--- config.mk ---
export PLATFORM = sky130hd
export DESIGN_NAME = rate_encoder
export DESIGN_NICKNAME = d
export VERILOG_FILES = /design/src/rtl/snn_pkg.sv /design/src/rtl/spike_lfsr.sv /design/src/rtl/rate_encoder.sv
export SDC_FILE = /design/constraint.sdc
export NUM_CORES = 1
export LEC_CHECK = 0
export CORE_ASPECT_RATIO = 1.1
export CORE_MARGIN = 5
export CORE_UTILIZATION = 45
export CTS_CLUSTER_DIAMETER = 50
export DETAILED_ROUTE_END_ITERATION = 8
export PLACE_DENSITY = 0.75
export SETUP_SLACK_MARGIN = 0.4
export SLEW_MARGIN = 20
export SYNTH_ARGS = -nofsm -noshare
export SYNTH_HDL_FRONTEND = slang
export SYNTH_HIERARCHICAL = 1
export SYNTH_SLANG_ARGS = --single-unit
--- constraint.sdc ---
create_clock -name clk -period 9.08 [get_ports clk]
set_clock_uncertainty 0.15 [all_clocks]
set_input_delay 1.362 -clock clk [delete_from_list [all_inputs] [get_ports clk]]
set_output_delay 1.362 -clock clk [all_outputs]
set_load 0.02 [all_outputs]
--- src/rtl/snn_pkg.sv ---
// Shared SNN definitions: encoder FSM state codes, LFSR taps and seeds.
package snn_pkg;

    // Encoder FSM state codes
    localparam logic [0:0] IDLE = 1'b0;
    localparam logic [0:0] RUN  = 1'b1;

    // 16-bit maximal-length Galois LFSR taps and base seed
    localparam logic [15:0] LFSR_TAPS = 16'hB400;
    localparam logic [15:0] LFSR_SEED = 16'hACE1;

    // Per-channel seed so channels decorrelate
    function automatic logic [15:0] lfsr_seed(input int unsigned ch);
        return LFSR_SEED ^ 16'(ch + 1);
    endfunction

endpackage

--- src/rtl/spike_lfsr.sv ---
// 16-bit Galois LFSR used by rate_encoder for stochastic spike generation.
// Only compiled when RATE_ENCODER_LFSR_EN is defined.
`ifdef RATE_ENCODER_LFSR_EN
module spike_lfsr #(
    parameter logic [15:0] taps = 16'hB400
) (
    input  logic        clk,
    input  logic        rst,
    input  logic        load,
    input  logic        advance,
    input  logic [15:0] seed,
    output logic [15:0] state
);

    // Seed on reset/load, otherwise shift right with feedback on bit 0
    always_ff @(posedge clk or posedge rst) begin
        if (rst) begin
            state <= seed;
        end else if (load) begin
            state <= seed;
        end else if (advance) begin
            state <= {1'b0, state[15:1]} ^ (state[0] ? taps : 16'h0000);
        end
    end

endmodule
`endif

--- src/rtl/rate_encoder.sv ---
// Rate encoder: turns per-channel intensities into spike trains over a
// fixed window of timesteps. Define RATE_ENCODER_LFSR_EN for stochastic
// (LFSR comparison) encoding; default is the deterministic accumulator.
module rate_encoder
    import snn_pkg::*;
#(
    parameter int unsigned num_inputs    = 4,
    parameter int unsigned value_size    = 8,
    parameter int unsigned window_length = 100
) (
    input  logic                                 clk,
    input  logic                                 rst,
    input  logic [num_inputs:0][value_size-1:0]  values,
    input  logic                                 load_valid,
    output logic                                 load_ready,
    input  logic                                 step,
    output logic [num_inputs:0]                  spike_out,
    output logic                                 busy,
    output logic                                 window_done
);

    localparam int unsigned NCH   = num_inputs + 1;
    localparam int unsigned CNT_W = $clog2(window_length + 1);

    logic [0:0]                        state_q;
    logic [0:0]                        state_d;
    logic                              do_load;
    logic                              do_step;
    logic                              last_step;
    logic [CNT_W-1:0]                  count_q;
    logic [NCH-1:0][value_size-1:0]    vals_q;
    logic [NCH-1:0]                    spike_d;

    assign load_ready = (state_q == IDLE);
    assign busy       = (state_q == RUN);

    // State register
    always_ff @(posedge clk or posedge rst) begin
        if (rst) begin
            state_q <= IDLE;
        end else begin
            state_q <= state_d;
        end
    end

    // Next-state and control decode
    always_comb begin
        state_d   = state_q;
        do_load   = 1'b0;
        do_step   = 1'b0;
        last_step = 1'b0;
        case (state_q)
            IDLE: begin
                if (load_valid) begin
                    do_load = 1'b1;
                    state_d = RUN;
                end
            end
            RUN: begin
                if (step) begin
                    do_step = 1'b1;
                    if (count_q == CNT_W'(window_length - 1)) begin
                        last_step = 1'b1;
                        state_d   = IDLE;
                    end
                end
            end
            default: state_d = IDLE;
        endcase
    end

`ifdef RATE_ENCODER_LFSR_EN
    logic [NCH-1:0][15:0] lfsr_q;

    // One LFSR per channel, reseeded on every load
    for (genvar g = 0; g < NCH; g++) begin : g_lfsr
        spike_lfsr #(
            .taps(LFSR_TAPS)
        ) u_lfsr (
            .clk     (clk),
            .rst     (rst),
            .load    (do_load),
            .advance (do_step),
            .seed    (lfsr_seed(g)),
            .state   (lfsr_q[g])
        );
    end

    // Spike when the random sample falls below the intensity
    always_comb begin
        spike_d = '0;
        for (int unsigned i = 0; i < NCH; i++) begin
            spike_d[i] = (lfsr_q[i][value_size-1:0] < vals_q[i]);
        end
    end
`else
    logic [NCH-1:0][value_size-1:0] acc_q;
    logic [NCH-1:0][value_size:0]   sum;

    // Accumulate intensity; the carry out is the spike
    always_comb begin
        sum     = '0;
        spike_d = '0;
        for (int unsigned i = 0; i < NCH; i++) begin
            sum[i]     = {1'b0, acc_q[i]} + {1'b0, vals_q[i]};
            spike_d[i] = sum[i][value_size];
        end
    end

    // Accumulators: cleared on load, wrap naturally on each step
    always_ff @(posedge clk or posedge rst) begin
        if (rst) begin
            acc_q <= '0;
        end else if (do_load) begin
            acc_q <= '0;
        end else if (do_step) begin
            for (int unsigned i = 0; i < NCH; i++) begin
                acc_q[i] <= sum[i][value_size-1:0];
            end
        end
    end
`endif

    // Value latch, timestep counter and registered outputs
    always_ff @(posedge clk or posedge rst) begin
        if (rst) begin
            vals_q      <= '0;
            count_q     <= '0;
            spike_out   <= '0;
            window_done <= 1'b0;
        end else begin
            spike_out   <= do_step ? spike_d : '0;
            window_done <= last_step;
            if (do_load) begin
                vals_q  <= values;
                count_q <= '0;
            end else if (do_step) begin
                count_q <= count_q + CNT_W'(1);
            end
        end
    end

endmodule
### After elaboration in Yosys (flattened, before gate mapping)

Index checks and enable logic that the tools add are counted.

| operators by class | value |
|---|---|
| multiplexer cells | 15 |
| bitwise operators | 1 |
| equality and inequality tests | 1 |
| reductions and logical operators | 1 |
| $add $sub $neg | 6 |

Operator list:

| cell | number |
|---|---|
| 40-bit two-way mux | 2 |
| 8-bit by 8-bit adder with 9-bit output | 5 |
| 7-bit two-way mux | 2 |
| 1-bit two-way mux | 9 |
| 7-bit by 1-bit adder with 7-bit output, second input constant | 1 |
| 7-bit equality test, second input constant | 1 |
| 5-bit two-way mux | 1 |
| 1-bit one-hot mux with 2 select lines | 1 |
| 2-bit nonzero test | 1 |
| 1-bit NOT | 1 |

| storage, ports and cells | value |
|---|---|
| word-level logic and storage cells | 38 |
| input port bits | 44 |
| register bits after elaboration | 94 |
| output and inout bits | 8 |

### Depth between registers and ports, before layout

Gate-level depths: netlist (run 1).

| logic depth | value |
|---|---|
| depth after elaboration | 4 |
| mapped depth | 8 |
| depth with buffers taken out | 8 |

### Worst setup path after synthesis (run 1)

Ideal clock, no wire load.

| path | value |
|---|---|
| path type | in2reg |
| start | input load_valid |
| end | register acc_q[0] in the netlist's numbering |
| cell stages on the path | 5 |
| path slack | 6.538 ns |
| data arrival time | 2.326 ns |
| buffers on the path | 2 |
| setup time | 0.066 ns |
| required time | 8.864 ns |
| cells stage by stage | nor2b_1 > clkbuf_1 > nor2_1 > clkbuf_1 > a22o_1 |

| on the way | value |
|---|---|
| cells in the longest elaborated chain, start to end | 3 |
| elaborated cells on any way between the ends | 4 |
| classes of those cells | 3 x mux; 1 x reduce/logical |

RTL lines:

| what | line | source |
|---|---|---|
| start, declared | rate_encoder.sv:14 | `input logic load_valid,` |
| 1-bit two-way mux * | rate_encoder.sv:54 | `if (load_valid) begin` |
| 1-bit two-way mux * | rate_encoder.sv:52 | `case (state_q)` |
| 40-bit two-way mux / 2-bit nonzero test (equally long branches) | n/a |  |
| end signal, assigned by index | rate_encoder.sv:118 | `acc_q[i] <= sum[i][value_size-1:0];` |
| end, declared | rate_encoder.sv:97 | `logic [NCH-1:0][value_size-1:0] acc_q;` |

Every way passes the cells marked *; elsewhere a longest branch is shown, timed or not.
A chain may end at the register's enable or synchronous reset.

### Worst setup path in the final report (run 1)

| path | value |
|---|---|
| start | input load_valid |
| end | register acc_q[36] in the netlist's numbering |

The elaborated chain is that of the path after synthesis.

==> results by group, run 1 <==
Outcome
  • Status: finished clean

Floorplan
  • FP Rows: 40
  • # IOs: 52
  • Starting Density: 0.454
  • Core area: 10800 um^2
  • Die area: 13000 um^2
  • Chip width: 109 um
  • Die height: 119 um

Timing
  • Worst setup margin: 5.76 ns
  • Final TNS setup: 0 ns
  • RSZ-0062 raised after global routing: false
  • Worst slew pin tran: 0.765 ns
  • Slew margin rel.: 0.490
  • Final Max Tran Viols: 0
  • F_max: 302 MHz
  • Period utilization: 0.365
  • Tmin final: 3.32 ns
  • Final count of negative-setup-slack endpoints: 0
  • Final hold vios: 0

Clock network
  • CTS tree: done
  • TritonCTS buffer count: 9
  • Reg clk slew, reported paths: 0.06 ns
  • H-tree depth: 3
  • Worst-Skew Late Latency: 0.35 ns
  • Setup bufs post-CTS: 0
  • CTS Sinks: 94
  • Cts repair resizes: 0
  • Clock buffer depth: 2
  • CTS root buf: clkbuf_16
  • Cts hold-fix bufs: 0

Logic synthesis
  • Synth unique cells: 31
  • Syn_nets: 612
  • FFs w/ async S/R, synth: 1.00
  • Post-synth EDFFs: 0
  • Prevailing post-synth register cell: dfrtp_1
  • Synthesis Warnings: 6
  • Number of synthesized register bits: 94
  • Syn Inst Count: 522
  • Seq/Total Area, Yosys: 0.481
  • Largest cells by area after synthesis: dfrtp_1, nand2_1, ha_1, o21ai_0, xor2_1
  • Mapped Area: 4890 um^2
  • Largest area contributor in the netlist: dfrtp_1
  • Area share of the largest cell type after synthesis: 0.481
  • Avg Synthesized Cell Area: 9.36 um^2

Placement
  • IO buf count: 51
  • Final HPWL DP: 6990 um
  • Placement Setup Slack: 5.42 ns
  • Routability Congestion: 0.791

Worst setup path
  • Required time of the critical path: 9.18 ns
  • CP dominant cell by count: buf_4
  • CP cell instances: clkdlybuf4s50_1 -> nor2b_4 -> buf_4 -> nor2_2 -> buf_4 -> nand2_1 -> o21ai_0
  • WP data arrival: 3.42 ns
  • Crit path max fanout: 45
  • Worst setup SP type: input pin
  • R2R cell count: 8
  • CP Class: input pin to flip-flop
  • CP max stage delay: 0.58 ns
  • Critical Path Sink Type: flip-flop
  • Slowest-stage cell, CP: nor2_2

Drt
  • Wire per inst: 13.7 um
  • DR pass1 iterations: 4
  • Via density: 5.23
  • Iter 0 DRT Violations: 202
  • Remaining antenna violation count after routing: 0
  • Final WL: 9940 um
  • Vias post-DR: 3781
  • DRC viols: 0

Global routing
  • Total GRT Usage: 0.165
  • Vias in the first global route: 3875
  • First-pass GRT wire length: 17500 um
  • Largest net degree at the start of global routing: 52
  • Grt total ovfl: 0
  • Initial antenna violation count: 0

Layout
  • Number of inserted diodes: 0
  • Nets: 661
  • Filler cells: 945
  • Area delta synth->final: 20.2%
  • Layout cells sized above 1: 0.0434

Pwr
  • PwrDens: 276 nW/um^2
  • P_leak: 2.77 nW
  • Pwr Total: 1.62 mW
  • Max VDD drop: 0.000104 V

Hold path
  • Hold WC Path Type: flip-flop to flip-flop
  • Hold Crit Depth: 2

Run
  • # Max-Cap Violations: 0
[path summary, 6_finish.rpt]
path                               to        from  slack [ns]
max                         acc_q[36]  load_valid        5.76
min                         vals_q[8]   vals_q[8]        0.33
max reg2reg                  acc_q[6]   vals_q[0]        6.74
min reg2reg                 vals_q[8]   vals_q[8]        0.33
max in group asynchronous  vals_q[17]         rst        6.36
min in group asynchronous   vals_q[2]         rst        1.29
[area by class of cell]
cell class | count | area, um^2 | share of cell area
multi-input combinational | 394 | 2410 | 0.411
sequential | 94 | 2350 | 0.401
inverter | 16 | 61.3 | 0.0104
clock buffer | 10 | 229 | 0.0390
timing repair buffer | 56 | 548 | 0.0933
tap | 147 | 184 | 0.0313
clock inverter | 6 | 86.3 | 0.0147
[stage by stage]
step | instance area, um^2 | instances | utilization | hold slack, ns
after floorplan | 4890 | 522 | - | 0.302
after global placement | 5560 | 707 | 0.517 | 0.317
after detailed placement | 5560 | 707 | 0.517 | 0.321
after CTS | 5870 | 723 | 0.546 | 0.340
after global routing | 5870 | 723 | 0.546 | 0.365
final | 5870 | 723 | 0.546 | 0.332
[per-layer routing]
metal	vias up	wire, um	track usage
met2	45	5030	0.281
met3	13	275	0.0238
met1	1828	4470	0.211
met5	-	0	0
met4	0	166	0.0616
li1	1895	-	-
[Yosys cell counts (all sizes together) (4+ instances only)]
library cell / count
dfrtp: 94
ha: 41
clkbuf: 15
nand2b: 8
a31oi: 4
a22o: 11
nand3: 4
nand2: 146
a211oi: 9
a21oi: 19
o21bai: 4
inv: 16
a21o: 5
nor3: 9
a32o: 6
o21a: 6
xor2: 14
nor2: 24
fa: 5
or3: 4
o21ai: 58
[cells by family after synthesis]
| group | after synthesis | synth area share |
|---|---|---|
| simple gates | 201 | 0.170 |
| fa+ha+maj | 46 | 0.125 |
| buf+inv | 34 | 0.0269 |
| xor+xnor | 16 | 0.0287 |
| flops | 94 | 0.481 |
| compound gates | 131 | 0.167 |
[layout by cell type, fill, tap and decap left out, types with 4 or more instances in the layout]
cell	count
dfrtp_1	94
nand2b_1	8
a21o_1	5
a31oi_1	4
o21bai_1	4
clkdlybuf4s50_1	51
a32o_1	6
fa_1	5
inv_1	15
buf_4	5
xor2_1	14
ha_1	41
nand3_1	4
o21a_1	6
clkbuf_16	9
a22o_1	11
o21ai_0	58
or3_1	4
nor3_1	9
nor2_1	23
a21oi_1	19
nand2_1	146
a211oi_1	9
[power breakdown]
group	switching [mW]	total [mW]	internal, mW
Clock	0.158	0.398	0.241
Combinational	0.309	0.598	0.290
Sequential	0.0821	0.624	0.542
[worst max-delay path, delay by kind of cell]
kind	cells	cell delay, ns
AO/OA/AOI/OAI	1	0.08
AND/OR/NAND/NOR	3	0.83
buffers and inverters	3	1.14
[flip-flops by register name, summed over array words and instances, names as in the netlist]
| name | cells |
|---|---|
| vals_q | 40 |
| window_done | 1 |
| acc_q | 40 |
| busy | 1 |
| spike_out | 5 |
| count_q | 7 |
Note: power is estimated with default switching activity, not from simulation.
==> run 2: changes to the inputs <==
Clock period 9.08 ns to 3.2 ns, I/O delays scaled along.
==> results by group, run 2 (synthesized netlist as in run 1, its figures left out) <==
Pwr
  • P_leak: 2.78 nW
  • Max VDD drop: 0.000293 V
  • PwrDens: 769 nW/um^2
  • Pwr Total: 4.52 mW
  • Switching Share: 0.347
  • Share of total power in sequential cells: 0.392
  • Combinational Power Share: 0.380
  • Internal: 2.95 mW
  • Sw power: 1.57 mW
  • Clock power share: 0.228

Timing
  • Worst setup margin: 0.913 ns
  • Tmin final: 2.29 ns
  • Final TNS setup: 0 ns
  • F_max: 437 MHz
  • Worst slew pin tran: 0.799 ns
  • Hold WS: 0.299 ns
  • RSZ-0062 raised after global routing: false
  • Final count of negative-setup-slack endpoints: 0
  • Period utilization: 0.715
  • Slew margin rel.: 0.466
  • Final hold vios: 0
  • Final Max Tran Viols: 0

Clock network
  • CTS Sinks: 94
  • CTS tree: done
  • Cts repair resizes: 0
  • Worst-Skew Late Latency: 0.34 ns
  • H-tree depth: 3
  • Reg clk slew, reported paths: 0.06 ns
  • Setup bufs post-CTS: 0
  • CTS root buf: clkbuf_16
  • TritonCTS buffer count: 9
  • Clock buffer depth: 2
  • Cts hold-fix bufs: 0

Placement
  • Routability Congestion: 0.839
  • IO buf count: 51
  • Final HPWL DP: 7260 um
  • Placement Setup Slack: 0.738 ns
  • Placed Cells: 709
  • Cell Area, Placed: 5590 um^2

Worst setup path
  • WP data arrival: 2.36 ns
  • Required time of the critical path: 3.27 ns
  • RR Startpoint: acc_q[8]
  • Worst setup SP type: flip-flop
  • Crit path max fanout: 3
  • Critical Path Sink Type: flip-flop
  • Crit. Startpoint: acc_q[8]
  • CP Class: flip-flop to flip-flop

Run
  • # Max-Cap Violations: 0

Layout
  • Most common cell after layout, fill and taps aside: nand2_1
  • Layout Utilization: 0.546
  • Top flop regs: acc_q: 40 flops, vals_q: 40 flops, count_q: 7 flops
  • Most frequent cells in the layout: nand2_1, dfrtp_1, o21ai_0
  • Area delta synth->final: 20.2%
  • Number of inserted diodes: 0
  • Cell area after layout: 5870 um^2
  • Nets: 663
  • Layout cells sized above 1: 0.0484
  • Fin cells: 725

Global routing
  • Grt total ovfl: 0
  • First-pass GRT wire length: 18000 um
  • Total GRT Usage: 0.172
  • Vias in the first global route: 3953
  • Largest net degree at the start of global routing: 64
  • Initial antenna violation count: 0

Drt
  • Iter 0 DRT Violations: 166
  • Via density: 5.26
  • Wire per inst: 14.3 um
  • Final WL: 10400 um
  • Remaining antenna violation count after routing: 0
  • DRC viols: 0
  • DR pass1 iterations: 4
  • Vias post-DR: 3813

Hold path
  • Hold WC Path Type: input pin to async pin

Floorplan
  • Core area: 10800 um^2
  • Starting Density: 0.454
  • Die height: 119 um
  • FP Rows: 40
  • # IOs: 52
  • Chip width: 109 um
  • Die area: 13000 um^2

Outcome
  • Status: finished clean
run 2: changes by cell type in the layout (fill, tap and decap cells not counted):
cell,before,now
clkbuf_8,0,3
bufinv_16,2,0
buf_12,0,1
buf_4,5,6
clkbuf_1,1,0
clkinv_2,3,4
clkinv_4,1,0
run 2: path summary, 6_finish.rpt:
path,endpoint,slack [ns],cells past startpoint
setup / recovery,acc_q[14],0.91,8
hold / removal,vals_q[6],0.30,2
setup reg to reg,acc_q[14],0.91,8
hold reg to reg,vals_q[15],0.33,2
max in group asynchronous,vals_q[21],1.99,3
min in group clk,vals_q[15],0.33,2
run 2: layout make-up:
type,count,area [um^2]
Inverter,16,63.8
Timing Repair Buffer,58,576
Sequential cell,94,2350
Clock inverter,4,20.0
Clock buffer,12,267
Multi-Input combinational cell,394,2410
Tap cell,147,184
Fill cell,914,4890
run 2: power by group through the flow:
stage	clock network (mW)	logic, mW	registers, mW
floorplan	0	1.33	1.74
global placement	0	1.61	1.77
detailed placement	0	1.71	1.78
CTS	1.04	1.72	1.77
global route	1.09	1.96	1.82
finish	1.03	1.72	1.77
run 2: metal layers:
layer / global-route usage / part of all wire / routed length (um) / vias up
li1: - / - / - / 1901
met1: 0.215 / 0.44 / 4560 / 1835
met2: 0.292 / 0.51 / 5270 / 65
met3: 0.0347 / 0.035 / 365 / 12
met4: 0.0585 / 0.017 / 179 / 0
met5: 0 / 0 / 0 / -
run 2: critical path: stages (launching register included):
cell and delay (ns):
dfrtp_1 0.39, ha_1 0.22, inv_1 0.07, fa_1 0.25, nor2b_4 0.05, o31a_1 0.26, o21a_1 0.20, or3_1 0.32
a32o_1 0.26
